File: src/rtl/sqrt_arbiter.sv
//----------------------------------------------------------------------------
// sqrt_arbiter
//   Shares one pipelined square-root core (fixed latency, no backpressure,
//   no sideband) among NUM_REQ requesters. Grants round-robin, forwards the
//   winning operand to the core and records the requester ID in a tag FIFO.
//   Results come back in issue order, each paired with its tag.
//   After reset the core pipeline still holds stale data. The block therefore
//   spends SQRT_LATENCY cycles in FLUSH and ignores any core output it sees
//   during that time.
//
// Ports
//   clk, rst_n        system clock, asynchronous active-low reset
//   req_tvalid/tdata  per-requester operand stream (tdata packed, IN_W each)
//   req_tready        per-requester accept, one-hot or zero
//   sqrt_in_t*        operand stream to the core
//   sqrt_out_t*       result stream from the core
//   res_t*            result pulse with requester index (no backpressure)
//   outstanding       issued results not yet returned
//   busy              flushing, or results outstanding
//   err_orphan        sticky: core result seen in RUN with no tag pending
//----------------------------------------------------------------------------
module sqrt_arbiter #(
  parameter int NUM_REQ         = 2,
  parameter int IN_W            = 48,
  parameter int OUT_W           = 24,
  parameter int SQRT_LATENCY    = 20,
  parameter int MAX_OUTSTANDING = 32
) (
  input  logic                    clk,
  input  logic                    rst_n,
  input  logic [NUM_REQ-1:0]      req_tvalid,
  input  logic [NUM_REQ*IN_W-1:0] req_tdata,
  output logic [NUM_REQ-1:0]      req_tready,
  output logic                    sqrt_in_tvalid,
  output logic [IN_W-1:0]         sqrt_in_tdata,
  input  logic                    sqrt_out_tvalid,
  input  logic [OUT_W-1:0]        sqrt_out_tdata,
  output logic                    res_tvalid,
  output logic [OUT_W-1:0]        res_tdata,
  output logic [1:0]              res_tid,
  output logic [5:0]              outstanding,
  output logic                    busy,
  output logic                    err_orphan
);

  localparam int              PTR_W   = $clog2(MAX_OUTSTANDING);
  localparam int              FC_W    = $clog2(SQRT_LATENCY + 1);
  localparam logic [5:0]      MAX_CNT = 6'(MAX_OUTSTANDING);

  typedef enum logic {ST_FLUSH, ST_RUN} state_t;

  state_t               state_q, state_d;
  logic [FC_W-1:0]      flush_cnt_q, flush_cnt_d;
  logic [1:0]           last_grant_q, last_grant_d;
  logic [5:0]           count_q, count_d;
  logic [PTR_W-1:0]     wr_ptr_q, wr_ptr_d, rd_ptr_q, rd_ptr_d;
  logic                 sqrt_in_tvalid_q, sqrt_in_tvalid_d;
  logic [IN_W-1:0]      sqrt_in_tdata_q, sqrt_in_tdata_d;
  logic                 res_tvalid_q, res_tvalid_d;
  logic [OUT_W-1:0]     res_tdata_q, res_tdata_d;
  logic [1:0]           res_tid_q, res_tid_d;
  logic                 err_orphan_q, err_orphan_d;

  logic [1:0]           tag_mem [MAX_OUTSTANDING];

  logic [3:0]           vld4;
  logic [1:0]           rr_idx;
  logic [1:0]           grant_id;
  logic [NUM_REQ-1:0]   grant;
  logic                 push, pop, orphan;
  logic [IN_W-1:0]      op_sel;

  // Stage 0: round-robin arbitration (combinational). Occupancy is the
  // registered count, so a pop in this cycle does not free a slot until next.
  assign vld4 = 4'(req_tvalid);

  always_comb begin
    push     = 1'b0;
    grant_id = last_grant_q;
    rr_idx   = '0;
    if (state_q == ST_RUN && count_q < MAX_CNT) begin
      for (int k = 1; k <= NUM_REQ; k++) begin
        rr_idx = 2'((int'(last_grant_q) + k) % NUM_REQ);
        if (!push && vld4[rr_idx]) begin
          push     = 1'b1;
          grant_id = rr_idx;
        end
      end
    end
  end

  always_comb begin
    grant = '0;
    for (int i = 0; i < NUM_REQ; i++) begin
      grant[i] = push && (grant_id == 2'(i));
    end
  end

  assign req_tready = grant;
  assign op_sel     = req_tdata[int'(grant_id)*IN_W +: IN_W];

  // Core results are only meaningful in RUN; during FLUSH they are stale.
  assign pop    = sqrt_out_tvalid && (state_q == ST_RUN) && (count_q != 6'd0);
  assign orphan = sqrt_out_tvalid && (state_q == ST_RUN) && (count_q == 6'd0);

  // Next-state computation for the registered stage
  always_comb begin
    state_d          = state_q;
    flush_cnt_d      = flush_cnt_q;
    last_grant_d     = push ? grant_id : last_grant_q;
    wr_ptr_d         = push ? wr_ptr_q + 1'b1 : wr_ptr_q;
    rd_ptr_d         = pop  ? rd_ptr_q + 1'b1 : rd_ptr_q;
    sqrt_in_tvalid_d = push;
    sqrt_in_tdata_d  = push ? op_sel : sqrt_in_tdata_q;
    res_tvalid_d     = pop;
    res_tdata_d      = pop ? sqrt_out_tdata : res_tdata_q;
    res_tid_d        = pop ? tag_mem[rd_ptr_q] : res_tid_q;
    err_orphan_d     = err_orphan_q | orphan;

    case ({push, pop})
      2'b10:   count_d = count_q + 6'd1;
      2'b01:   count_d = count_q - 6'd1;
      default: count_d = count_q;
    endcase

    if (state_q == ST_FLUSH) begin
      flush_cnt_d = (flush_cnt_q != '0) ? flush_cnt_q - 1'b1 : '0;
      if (flush_cnt_q <= FC_W'(1)) state_d = ST_RUN;
    end
  end

  // Stage 1: issue/return registers (core input, result output, FIFO control)
  always_ff @(posedge clk or negedge rst_n) begin
    if (!rst_n) begin
      state_q          <= ST_FLUSH;
      flush_cnt_q      <= FC_W'(SQRT_LATENCY);
      last_grant_q     <= 2'(NUM_REQ - 1);
      count_q          <= '0;
      wr_ptr_q         <= '0;
      rd_ptr_q         <= '0;
      sqrt_in_tvalid_q <= 1'b0;
      sqrt_in_tdata_q  <= '0;
      res_tvalid_q     <= 1'b0;
      res_tdata_q      <= '0;
      res_tid_q        <= '0;
      err_orphan_q     <= 1'b0;
    end else begin
      state_q          <= state_d;
      flush_cnt_q      <= flush_cnt_d;
      last_grant_q     <= last_grant_d;
      count_q          <= count_d;
      wr_ptr_q         <= wr_ptr_d;
      rd_ptr_q         <= rd_ptr_d;
      sqrt_in_tvalid_q <= sqrt_in_tvalid_d;
      sqrt_in_tdata_q  <= sqrt_in_tdata_d;
      res_tvalid_q     <= res_tvalid_d;
      res_tdata_q      <= res_tdata_d;
      res_tid_q        <= res_tid_d;
      err_orphan_q     <= err_orphan_d;
    end
  end

  // Tag storage: contents are only meaningful between push and pop.
  always_ff @(posedge clk) begin
    if (push) tag_mem[wr_ptr_q] <= grant_id;
  end

  assign sqrt_in_tvalid = sqrt_in_tvalid_q;
  assign sqrt_in_tdata  = sqrt_in_tdata_q;
  assign res_tvalid     = res_tvalid_q;
  assign res_tdata      = res_tdata_q;
  assign res_tid        = res_tid_q;
  assign outstanding    = count_q;
  assign busy           = (state_q == ST_FLUSH) || (count_q != 6'd0);
  assign err_orphan     = err_orphan_q;

endmodule

File: config.mk
export PLATFORM = sky130hd
export DESIGN_NAME = sqrt_arbiter
export DESIGN_NICKNAME = d
export VERILOG_FILES = /design/src/rtl/sqrt_arbiter.sv
export SDC_FILE = /design/constraint.sdc
export NUM_CORES = 1
export LEC_CHECK = 0
export ABC_AREA = 1
export ABC_CLOCK_PERIOD_IN_PS = 3600
export CORE_MARGIN = 3
export CORE_UTILIZATION = 30
export CTS_BUF_LIST = sky130_fd_sc_hd__clkbuf_4
export DETAILED_ROUTE_END_ITERATION = 16
export HOLD_SLACK_MARGIN = 0.08
export PLACE_DENSITY = 0.64
export SLEW_MARGIN = 10
export SYNTH_ARGS = -nofsm -noshare
export SYNTH_HDL_FRONTEND = slang
export SYNTH_SLANG_ARGS = --single-unit
File: constraint.sdc
create_clock -name clk -period 3.6 [get_ports clk]
set_input_delay 0.36 -clock clk [delete_from_list [all_inputs] [get_ports clk]]
set_output_delay 0.36 -clock clk [all_outputs]
set_load 0.02 [all_outputs]
### Word-level counts from Yosys, hierarchy flattened

Memories as Yosys holds them, arrays and structs flattened. A register that Yosys moved wholly into a read port is not among the register bits.
Cells that the tools add are included.

| storage, ports and cells | value |
|---|---|
| register bits after elaboration | 99 |
| memories | 1 |
| output and inout bits | 86 |
| latch bits | 0 |
| bits in read-only memories | 0 |
| memory bits (writable) | 64 |
| word-level logic and storage cells | 64 |
| input bits | 125 |

| operators by class | value |
|---|---|
| add/sub/neg operators | 7 |
| div/mod/pow operators | 0 |
| bitwise logic cells | 4 |
| mux-type cells | 17 |
| $mul | 1 |
| magnitude comparators | 4 |
| shift operators | 1 |
| eq/ne operators | 3 |
| reductions and logical operators | 15 |

Memory list:

| name | depth | width | read ports | clocked after Yosys merged registers in | write ports | line | RTL |
|---|---|---|---|---|---|---|---|
| tag_mem | 32 | 2 | 1 | 1 | 1 | 64 | `logic [1:0] tag_mem [MAX_OUTSTANDING];` |

Operator list:

| kind | number |
|---|---|
| $shiftx 96x9->48 | 1 |
| $pmux 6 s2 | 1 |
| $add 5x1->5 const B | 2 |
| $mux 1 | 10 |
| $logic_and 1x1->1 | 7 |
| $add 6x1->6 const B | 1 |
| $logic_not 6->1 | 1 |
| $lt 2x3->1 const B | 2 |
| $lt 6x6->1 const B | 1 |
| $mux 2 | 3 |
| $reduce_bool 6->1 | 1 |
| $sub 6x1->6 const B | 1 |
| $le 5x1->1 const B | 1 |
| $mux 5 | 1 |
| $reduce_bool 5->1 | 1 |
| $sub 5x1->5 const B | 1 |
| $bmux 1 s2 | 2 |
| $eq 2x1->1 const B | 2 |
| $mul 2x2->4 const B | 1 |
| $add 1x1->1 const B | 2 |
| $and 1x1->1 const A | 2 |
| $eq 2x2->1 const B | 1 |
| $logic_not 1->1 | 2 |
| $logic_not 2->1 | 1 |
| other kinds (4) | 4 |

### Longest topological paths before layout

| depth | value |
|---|---|
| depth after elaboration | 12 |
| gate-level depth with buffers | 17 |

### Least setup slack after synthesis

Ideal clock, no wire load.

| timing path | value |
|---|---|
| kind | flip-flop to flip-flop |
| start | register count_q[5], in the netlist outstanding[5] |
| end | register count_q[4], in the netlist outstanding[4] |
| data arrival time | 2.271 ns |
| cell stages (with the launch flop) | 17 |
| setup slack | 1.211 ns |
| required time | 3.483 ns |
| buffers on the path | 2 |
| cells stage by stage | dfrtp_1 > inv_1 > nand4_1 > nand2_1 > inv_1 > clkbuf_1 > ha_1 > buf_2 > nand2_1 > inv_1 > nor2_1 > ha_1 > o21bai_1 > nand3_1 > nand3_1 > nand3_1 > nand2_1 |

RTL lines:

| what | line | RTL |
|---|---|---|
| start, declared | 55 | `logic [5:0] count_q, count_d;` |
| start signal, assigned | 151 | `count_q <= count_d;` |
| $reduce_bool 6->1 * | 103 | `assign pop = sqrt_out_tvalid && (state_q == ST_RUN) && (count_q != 6'd0);` |
| $logic_and 1x1->1 * | 103 |  |
| via pop | 70 | `logic push, pop, orphan;` |
| $eq 2x1->1 or $eq 2x2->1 (tied branches) | 120 | `case ({push, pop})` |
| $pmux 6 s2 or $reduce_bool 2->1 (tied branches) | - |  |

Mark *: on every way through the listed nets, which the timed path passes. The rest lies on a longest branch.
A chain may end at the register's enable or synchronous reset.

### Worst setup path in the final report

| timing path | value |
|---|---|
| start | register state_q |
| end | output port req_tready[0] |

RTL lines:

| what | line | RTL |
|---|---|---|
| start, declared | 52 | `state_t state_q, state_d;` |
| start signal, assigned | 148 | `state_q <= state_d;` |
| $logic_and 1x1->1 | 81 | `if (state_q == ST_RUN && count_q < MAX_CNT) begin` |
| $mux 1 | 81 |  |
| via push | 70 |  |
| $logic_and 1x1->1 | 95 | `grant[i] = push && (grant_id == 2'(i));` |
| end, declared | 33 | `output logic [NUM_REQ-1:0] req_tready,` |

The timed path passes the listed nets, and every way through them passes these cells.

==> results.py <==
metrics = {
    "final_layout": {
        "nFillCells": 2371,
        "final_nets": 1165,
        "drive_gt1_share_pct": 5.37,
        "area_delta_synth_final_pct": 36.7,
    },
    "logic_synthesis": {
        "yosysTopAreaCell": "dfrtp_1",
        "yosysTopAreaCellShare_pct": 33.3,
        "postSynth.asyncResetShare_pct": 61.2,
        "yosys.cell_types.count": 32,
        "ys_ff_latch": 165,
        "yosysWarningCount": 0,
        "syn_area_um2": 7360,
        "synth_nets": 958,
        "synth_ff_type": "dfrtp_1",
        "syn_avg_cell_area_um2": 8.95,
        "synth_edf_count": 64,
        "syn_inst": 823,
        "synth_commonest_cells": "nand2_1, nand3_1, dfrtp_1",
        "synth.most_common_cell": "nand2_1",
        "synth_area_leaders": "dfrtp_1, edfxtp_1, nand2_1",
        "yosysSeqAreaShare_pct": 60.5,
    },
    "grt": {
        "grt_first_pass_wirelength_um": 31100,
        "antenna_found_initial": 1,
        "gr-usage-all-layers_pct": 14.9,
        "grt_overflow": 0,
        "grt_max_degree": 58,
        "grt_pass1_vias": 6184,
    },
    "placed_design": {
        "post-dp-hpwl_um": 13600,
        "port_buffers": 210,
        "gp_congestion": 0.821,
    },
    "critical_path": {
        "rrSetupSlack_ns": 1.31,
        "worstPathArrival_ns": 2.42,
        "cp-endpoint": "req_tready[0]",
        "crit_start": "state_q",
        "r2r-end": "outstanding[5]",
        "cp-end-kind": "output port",
        "worstSetupStartpointType": "flop",
        "r2r_start": "outstanding[5]",
        "crit_type": "flop to output port",
        "crit_fanout": 19,
        "ff2ff_path_depth": 15,
        "required_ns": 3.24,
    },
    "timing": {
        "finalSetupViolations": 0,
        "fmax_mhz": 360,
        "rsz0062_at_grt": "no",
        "finalHoldViolCount": 0,
        "fin_crit_ns": 2.78,
        "tns_ns": 0,
        "finalCritPeriodShare_pct": 77.1,
        "slew_viol_final": 0,
        "worst_pin_slew_ns": 0.932,
        "fin_skew_ns": 0.0301,
        "maxSlewHeadroom_pct": 37.8,
    },
    "power": {
        "finalPower_mw": 7.55,
        "ir_drop_mv": 0.385,
        "p_leak_nw": 4.44,
        "cellPowerDensity_nw_per_um2": 750,
    },
    "route": {
        "vias": 6093,
        "remaining_drc_errors": 0,
        "viasPerCell": 4.47,
        "wirelength_um": 19100,
        "drt_iter0_drc": 307,
        "first_pass_iters": 5,
        "wire_per_inst_um": 14.0,
        "final_antenna_net_count": 0,
    },
    "cts": {
        "clockRootBuffer": "clkbuf_4",
        "cts_tree": "built",
        "cts_buffers": 17,
        "clock-sinks": 165,
        "clkLatencyLatePin_ns": 0.56,
        "clk_pin_slew_worst_paths_ns": 0.16,
        "clk_path_buf_depth": 2,
        "htree_levels": 4,
    },
    "floorplanning": {
        "die_w_um": 163,
        "initial_core_util_pct": 30.9,
        "io_pins": 211,
        "rows": 56,
        "die_h_um": 163,
        "core_area_um2": 23800,
        "dieArea_um2": 26500,
    },
    "run_status": {
        "outcome": "completed",
    },
    "flow_run": {
        "drv_cap": 0,
    },
    "min_path": {
        "min_from": "req_tdata[24]",
        "whs_path_depth": 3,
        "hp-class": "input port to flop",
    },
}
[timing repair]
item | in CTS | in global routing
setup buffers | 0 | 0
hold endpoints to repair | 56 | 0
gates resized for setup | 0 | 0
hold buffers | 1 | 0
[stage by stage]
stage,utilization (%),hold slack (ns),instance area [um^2],cells,setup slack [ns]
finish,42.3,0.325,10100,1363,0.824
global route,42.3,0.270,10100,1363,0.628
CTS,42.3,0.275,10100,1362,0.749
detailed placement,41.0,0.463,9760,1329,1.03
global placement,41.0,0.458,9760,1329,1.03
floorplan,-,0.0644,7360,823,1.21
[worst max-delay path, cell delays in order (launching register included)]
cell and delay, ns:
dfrtp_1 0.42, inv_2 0.11, nor2_4 0.15, o21ai_4 0.10, buf_4 0.22, inv_4 0.13, nand2_4 0.06, inv_4 0.05
clkdlybuf4s50_1 0.62
[layer usage]
metal,vias up,routed length [um],global-route usage [%]
li1,3027,-,-
met2,224,8870,24.3
met4,0,509,5.31
met5,-,0,0
met1,2815,8050,17.8
met3,27,1700,5.93
[logic make-up after synthesis]
| group | count (synthesis) | synth area share [%] |
|---|---|---|
| AOI/OAI and AO/OA | 26 | 2.19 |
| xor gates and xnor gates | 10 | 1.19 |
| adders and majority gates | 10 | 1.70 |
| buffers and inverters | 96 | 5.79 |
| DFF | 165 | 60.5 |
| and+or+nand+nor | 516 | 28.6 |
[registers in the layout, summed over array words and instances, names as in the netlist, 2 cells and up]
signal,flops
outstanding,6
last_grant_q,2
flush_cnt_q,5
tag_mem,64
sqrt_in_tdata,48
res_tdata,24
wr_ptr_q,5
rd_ptr_q,5
res_tid,2
[power by group]
| part | leakage [nW] | internal, mW | switching (mW) |
|---|---|---|---|
| combinational | 2.49 | 1.42 | 2.14 |
| clock | 0.157 | 0.440 | 0.682 |
| sequential | 1.79 | 2.52 | 0.341 |
[final cells by class]
cell class | instances | area (um^2) | area share, %
Sequential cell | 165 | 4450 | 44.2
Multi-Input combinational cell | 562 | 2480 | 24.7
Inverter | 63 | 241 | 2.40
Timing Repair Buffer | 221 | 2200 | 21.8
Tap cell | 319 | 399 | 3.96
Clock inverter | 13 | 149 | 1.48
Clock buffer | 19 | 143 | 1.42
Antenna cell | 1 | 2.50 | 0.0249
[worst min path at each step]
stage                        end  slack, ns
5_1_grt        sqrt_in_tdata[29]       0.27
3_5_place_dp          err_orphan       0.46
4_1_cts         sqrt_in_tdata[9]       0.28
2_1_floorplan         err_orphan       0.06
3_3_place_gp      flush_cnt_q[4]       0.46
6_report       sqrt_in_tdata[24]       0.33
[layout by cell type (no fill, tap or decap), types with 2 or more instances in the layout]
cell / instances
clkinv_4: 4
xor2_1: 8
clkbuf_4: 19
nor2_1: 63
buf_4: 10
edfxtp_1: 64
nand2_1: 342
inv_6: 3
xnor2_1: 2
dfstp_2: 3
nand3_1: 99
inv_4: 2
a21oi_1: 9
nand2_4: 2
dfrtp_1: 98
o21ai_0: 11
ha_1: 10
or2_2: 2
nand4_1: 4
clkinv_1: 2
clkdlybuf4s50_1: 209
inv_1: 59
o21bai_1: 2
bufinv_16: 2
nor2_4: 2
No activity file was read; power rests on OpenSTA's default activity.
